### config.mk
export PLATFORM = sky130hd
export DESIGN_NAME = qmult_pipe
export DESIGN_NICKNAME = d
export VERILOG_FILES = /design/src/rtl/qmult_pipe.sv
export SDC_FILE = /design/constraint.sdc
export NUM_CORES = 2
export LEC_CHECK = 0
export ABC_AREA = 1
export BUFFER_PORTS_ARGS = -buffer_cell sky130_fd_sc_hd__buf_2
export CORE_MARGIN = 8
export CORE_UTILIZATION = 24
export DETAILED_ROUTE_END_ITERATION = 10
export MAX_ROUTING_LAYER = met4
export PLACE_DENSITY = 0.43
export SETUP_SLACK_MARGIN = 0.3
export SLEW_MARGIN = 25
export SYNTH_ARGS = -nofsm -noshare
export SYNTH_HDL_FRONTEND = slang
export SYNTH_SLANG_ARGS = --single-unit
export TNS_END_PERCENT = 10
### constraint.sdc
create_clock -name clk -period 7.9 [get_ports clk]
set_clock_uncertainty 0.05 [all_clocks]
set_input_delay 1.58 -clock clk [delete_from_list [all_inputs] [get_ports clk]]
set_output_delay 1.58 -clock clk [all_outputs]
set_load 0.01 [all_outputs]
### src/rtl/qmult_pipe.sv
// qmult_pipe: three-stage sign-magnitude Q-format multiplier
// with valid/ready flow control, rounding and saturation.
module qmult_pipe #(
    parameter int N = 32,
    parameter int Q = 15
) (
    input  logic         clk,
    input  logic         rst,
    input  logic         i_valid,
    output logic         o_ready,
    input  logic [N-1:0] i_multiplicand,
    input  logic [N-1:0] i_multiplier,
    input  logic         i_round,
    input  logic         i_sat,
    output logic         o_valid,
    input  logic         i_ready,
    output logic [N-1:0] o_result,
    output logic         o_ovr,
    output logic         o_ovr_sticky,
    input  logic         i_clr_ovr
);

    localparam int PW = 2*N-2;
    localparam int SW = 2*N-1;
    localparam logic [SW-1:0] HALF = SW'(1) << (Q-1);

    logic          s1_valid;
    logic          s1_sign;
    logic [PW-1:0] s1_mag;
    logic          s1_round;
    logic          s1_sat;

    logic          s2_valid;
    logic          s2_sign;
    logic [N-2:0]  s2_mag;
    logic          s2_ovr;
    logic          s2_sat;

    logic          stall;
    logic [PW-1:0] prod;
    logic [SW-1:0] sum;
    logic [SW-1:0] rsh;
    logic          ovr_c;
    logic [N-2:0]  mag_f;
    logic          sign_f;

    assign stall   = o_valid && !i_ready;
    assign o_ready = !stall;

    assign prod = {{(N-1){1'b0}}, i_multiplicand[N-2:0]}
                * {{(N-1){1'b0}}, i_multiplier[N-2:0]};

    // One spare top bit keeps the rounding carry visible to overflow.
    assign sum   = {1'b0, s1_mag} + (s1_round ? HALF : '0);
    assign rsh   = sum >> Q;
    assign ovr_c = |rsh[SW-1:N-1];

    assign mag_f  = (s2_ovr && s2_sat) ? '1 : s2_mag;
    assign sign_f = s2_sign && (mag_f != '0);

    always_ff @(posedge clk) begin
        if (!rst) begin
            s1_valid <= 1'b0;
            s1_sign  <= 1'b0;
            s1_mag   <= '0;
            s1_round <= 1'b0;
            s1_sat   <= 1'b0;
            s2_valid <= 1'b0;
            s2_sign  <= 1'b0;
            s2_mag   <= '0;
            s2_ovr   <= 1'b0;
            s2_sat   <= 1'b0;
            o_valid  <= 1'b0;
            o_result <= '0;
            o_ovr    <= 1'b0;
        end else if (!stall) begin
            s1_valid <= i_valid;
            s1_sign  <= i_multiplicand[N-1] ^ i_multiplier[N-1];
            s1_mag   <= prod;
            s1_round <= i_round;
            s1_sat   <= i_sat;
            s2_valid <= s1_valid;
            s2_sign  <= s1_sign;
            s2_mag   <= rsh[N-2:0];
            s2_ovr   <= ovr_c;
            s2_sat   <= s1_sat;
            o_valid  <= s2_valid;
            if (s2_valid) begin
                o_result <= {sign_f, mag_f};
                o_ovr    <= s2_ovr;
            end
        end
    end

    // A setting transfer takes priority over a clear in the same cycle.
    always_ff @(posedge clk) begin
        if (!rst)
            o_ovr_sticky <= 1'b0;
        else if (o_valid && i_ready && o_ovr)
            o_ovr_sticky <= 1'b1;
        else if (i_clr_ovr)
            o_ovr_sticky <= 1'b0;
    end

endmodule

==> out/qor.txt <==
Worst Slack Setup Final: 0.226 ns
1st-pass router iterations: 5
DRT Wirelength: 127,000 um
initial core utilization: 0.242
remaining antenna violation count: 0
main area contributors after synthesis: fa_1 (43%), inv_1 (15%), nand2_1 (14%)
first-pass GRT wire length: 204,000 um
H-Tree Depth: 4
Die H: 418 um
DP Area: 44,800 sq um
Setup TNS: 0 ns
Final Core Density: 0.295
Clk pin slew, worst setup/hold paths: 0.06 ns
die footprint: 175,000 sq um
post-synth top area share: 0.431
total grt overflow: 0
Crit Path Class: in -> reg
M1 WL: 55,400 um
post-route clock period utilization: 0.971
relative slew slack: 0.382
Synth area leader: fa_1
initial antenna violation count: 1
NumNets Final: 6,755
deepest clock path buffer count: 2
Setup violations, final: 0
Clock Sinks: 122
R2R depth: 14
Cells after Synth: 5,266
I/O pin count: 107
Skew-Pair Late Insertion Delay: 0.44 ns
status: complete, no violations
CP Capture Type: register
fraction of registers with async set/reset: 0
CTS tree: done
vias in the first global route: 35,000
Worst setup SP type: primary input
met2 wire len: 66,500 um
crit-path max FO: 6
RR Endpoint: s2_ovr
min-delay src: s1_valid
cell row count: 147
Crit path required time: 8.17 ns
Least-Margin Pin Slew: 0.928 ns
Avg WL per Cell: 16.3 um
worst hold path depth: 2
number of max-cap violations: 0
flops & latches, synth: 122
Worst Path Arrival: 7.95 ns
DRT iter0 DRCs: 1,580
Top Layer Used: met4
share of cells above drive strength 1: 0.160
FMAX: 130 MHz
reg2reg setup slack: 5.49 ns
Tightest Hold Check Type: reg -> reg
Layout area overhead: 22.1%
Met3 Wirelength: 2680 um
Yosys warnings: 0
Core Footprint: 161,000 sq um
RSZ-0062 raised after global routing: true
largest net degree at the start of global routing: 95
Setup WS pre-CTS: -0.671 ns
total number of vias: 32,100
HPWL after detailed placement: 112,000 um
Final Cell Area: 47,400 sq um
Final Hold Vio Count: 0
area of the mapped netlist: 38,800 sq um
Netlist cell types: 36
n_diodes: 0
Tmin final: 7.67 ns
Root Driver: clkbuf_16
hold endpoint: s1_valid
global router's overall resource usage: 0.151
sequential share of the synthesized area: 0.0629
routability congestion estimate: 0.882
Syn Area/Cell: 7.38 sq um
r2r startpoint: s1_round
DR DRC count: 0
Buffers on Ports: 106
die width: 418 um
Mapped Nets: 6,426
Synth Flop Type: dfxtp_1
Slew Limit Fails: 0
CTS buffer count: 17
Post-synth EDFFs: 0
DR vias/cell: 4.13
==> layer usage <==
layer	vias to the layer above	track usage
met4	0	0.0233
met1	16000	0.189
met3	93	0.00704
met2	387	0.277
met5	-	-
li1	15600	-
==> how the worst max path moves through the flow <==
stage                                   from         end  slack [ns]  cells after the start
after floorplan           i_multiplicand[29]  s1_mag[50]        0.36                     27
after global placement    i_multiplicand[17]  s1_mag[58]       -0.71                     29
after detailed placement  i_multiplicand[12]  s1_mag[58]       -0.67                     28
after CTS                  i_multiplicand[8]  s1_mag[58]        0.17                     31
after global routing       i_multiplicand[7]  s1_mag[26]       -0.04                     28
final                     i_multiplicand[10]  s1_mag[49]        0.23                     27
==> stage by stage <==
step,hold WS (ns),cells
5_1_grt,0.453,7768
3_3_place_gp,0.405,7705
4_1_cts,0.435,7758
3_5_place_dp,0.420,7706
6_report,0.429,7768
2_1_floorplan,0.398,5266
==> Yosys cell counts (3+ instances only) <==
| master | instances |
|---|---|
| inv_1 | 1599 |
| nand2_1 | 1428 |
| fa_1 | 836 |
| ha_1 | 253 |
| nor2_1 | 226 |
| clkbuf_1 | 219 |
| o21ai_0 | 138 |
| dfxtp_1 | 122 |
| a21oi_1 | 110 |
| nand3_1 | 97 |
| o21bai_1 | 30 |
| a31oi_1 | 29 |
| o211ai_1 | 27 |
| xor2_1 | 27 |
| xnor2_1 | 23 |
| nand4_1 | 19 |
| nor3_1 | 18 |
| buf_1 | 9 |
| nand3b_1 | 7 |
| nor2_2 | 7 |
| nor4_1 | 7 |
| nand3_2 | 5 |
| nor2_4 | 5 |
| a21boi_0 | 4 |
| nand2_2 | 3 |
| o21a_1 | 3 |
==> sequential cells by signal (all words and copies together), names as in the netlist <==
name	flops
s2_sign	1
o_result	32
s1_sat	1
o_valid	1
s1_round	1
s2_valid	1
o_ovr	1
s2_mag	31
s2_sat	1
s1_mag	48
o_ovr_sticky	1
s1_valid	1
s1_sign	1
s2_ovr	1
==> layout make-up <==
cell class / instances / area [sq um]
Tap cell: 2160 / 2700
Sequential cell: 122 / 2440
Clock inverter: 15 / 164
Multi-Input combinational cell: 3317 / 31000
Inverter: 1599 / 6010
Fill cell: 17500 / 113000
Timing Repair Buffer: 538 / 4660
Clock buffer: 17 / 425
==> worst max-delay path, cell delays in order <==
cell,delay [ns]
buf_6,0.10
buf_12,0.13
buf_12,0.13
nand2_1,0.08
fa_1,0.50
inv_1,0.05
fa_1,0.48
fa_2,0.62
fa_2,0.46
fa_1,0.52
fa_1,0.54
fa_2,0.62
inv_1,0.07
fa_1,0.48
inv_1,0.07
ha_4,0.32
nand2_2,0.11
nor2_2,0.13
inv_1,0.10
nor2_2,0.11
inv_1,0.10
nor2_4,0.12
nand3_2,0.12
nand3_1,0.10
nand2_1,0.06
nor2_2,0.16
nor2_1,0.05
==> cells in the final DEF (no fill, tap or decap), types with 14 or more instances in the layout <==
master and n:
a21oi_1 69, a21oi_2 28, a31oi_1 29, buf_12 45, buf_2 68, buf_4 381
buf_6 32, clkbuf_16 18, dfxtp_1 122, fa_1 800, fa_2 36, ha_1 226
ha_4 26, inv_1 1566, inv_2 29, nand2_1 1361, nand2_2 57, nand3_1 84
nand3_2 17, nand4_1 19, nor2_1 175, nor2_2 35, nor2_4 28, o211ai_1 27
o21ai_0 117, o21ai_1 14, o21bai_1 26, xnor2_1 23, xor2_1 18
==> cell families after synthesis <==
group / after synthesis / share of synthesized area
buf+inv: 1827 / 0.177
compound gates: 348 / 0.0503
flops: 122 / 0.0629
fa+ha+maj: 1089 / 0.512
xor+xnor: 50 / 0.0113
simple gates: 1830 / 0.187
==> timing repair <==
action,CTS,global route
buffers inserted,18,9
hold buffers,0,0
gates resized for setup,222,255
gates cloned,2,1
pin swaps,95,128
setup endpoints to repair,45,47
Power is left out: the tool's default activity adds up to more than one toggle a clock period on the data nets, which glitch-free logic cannot reach.
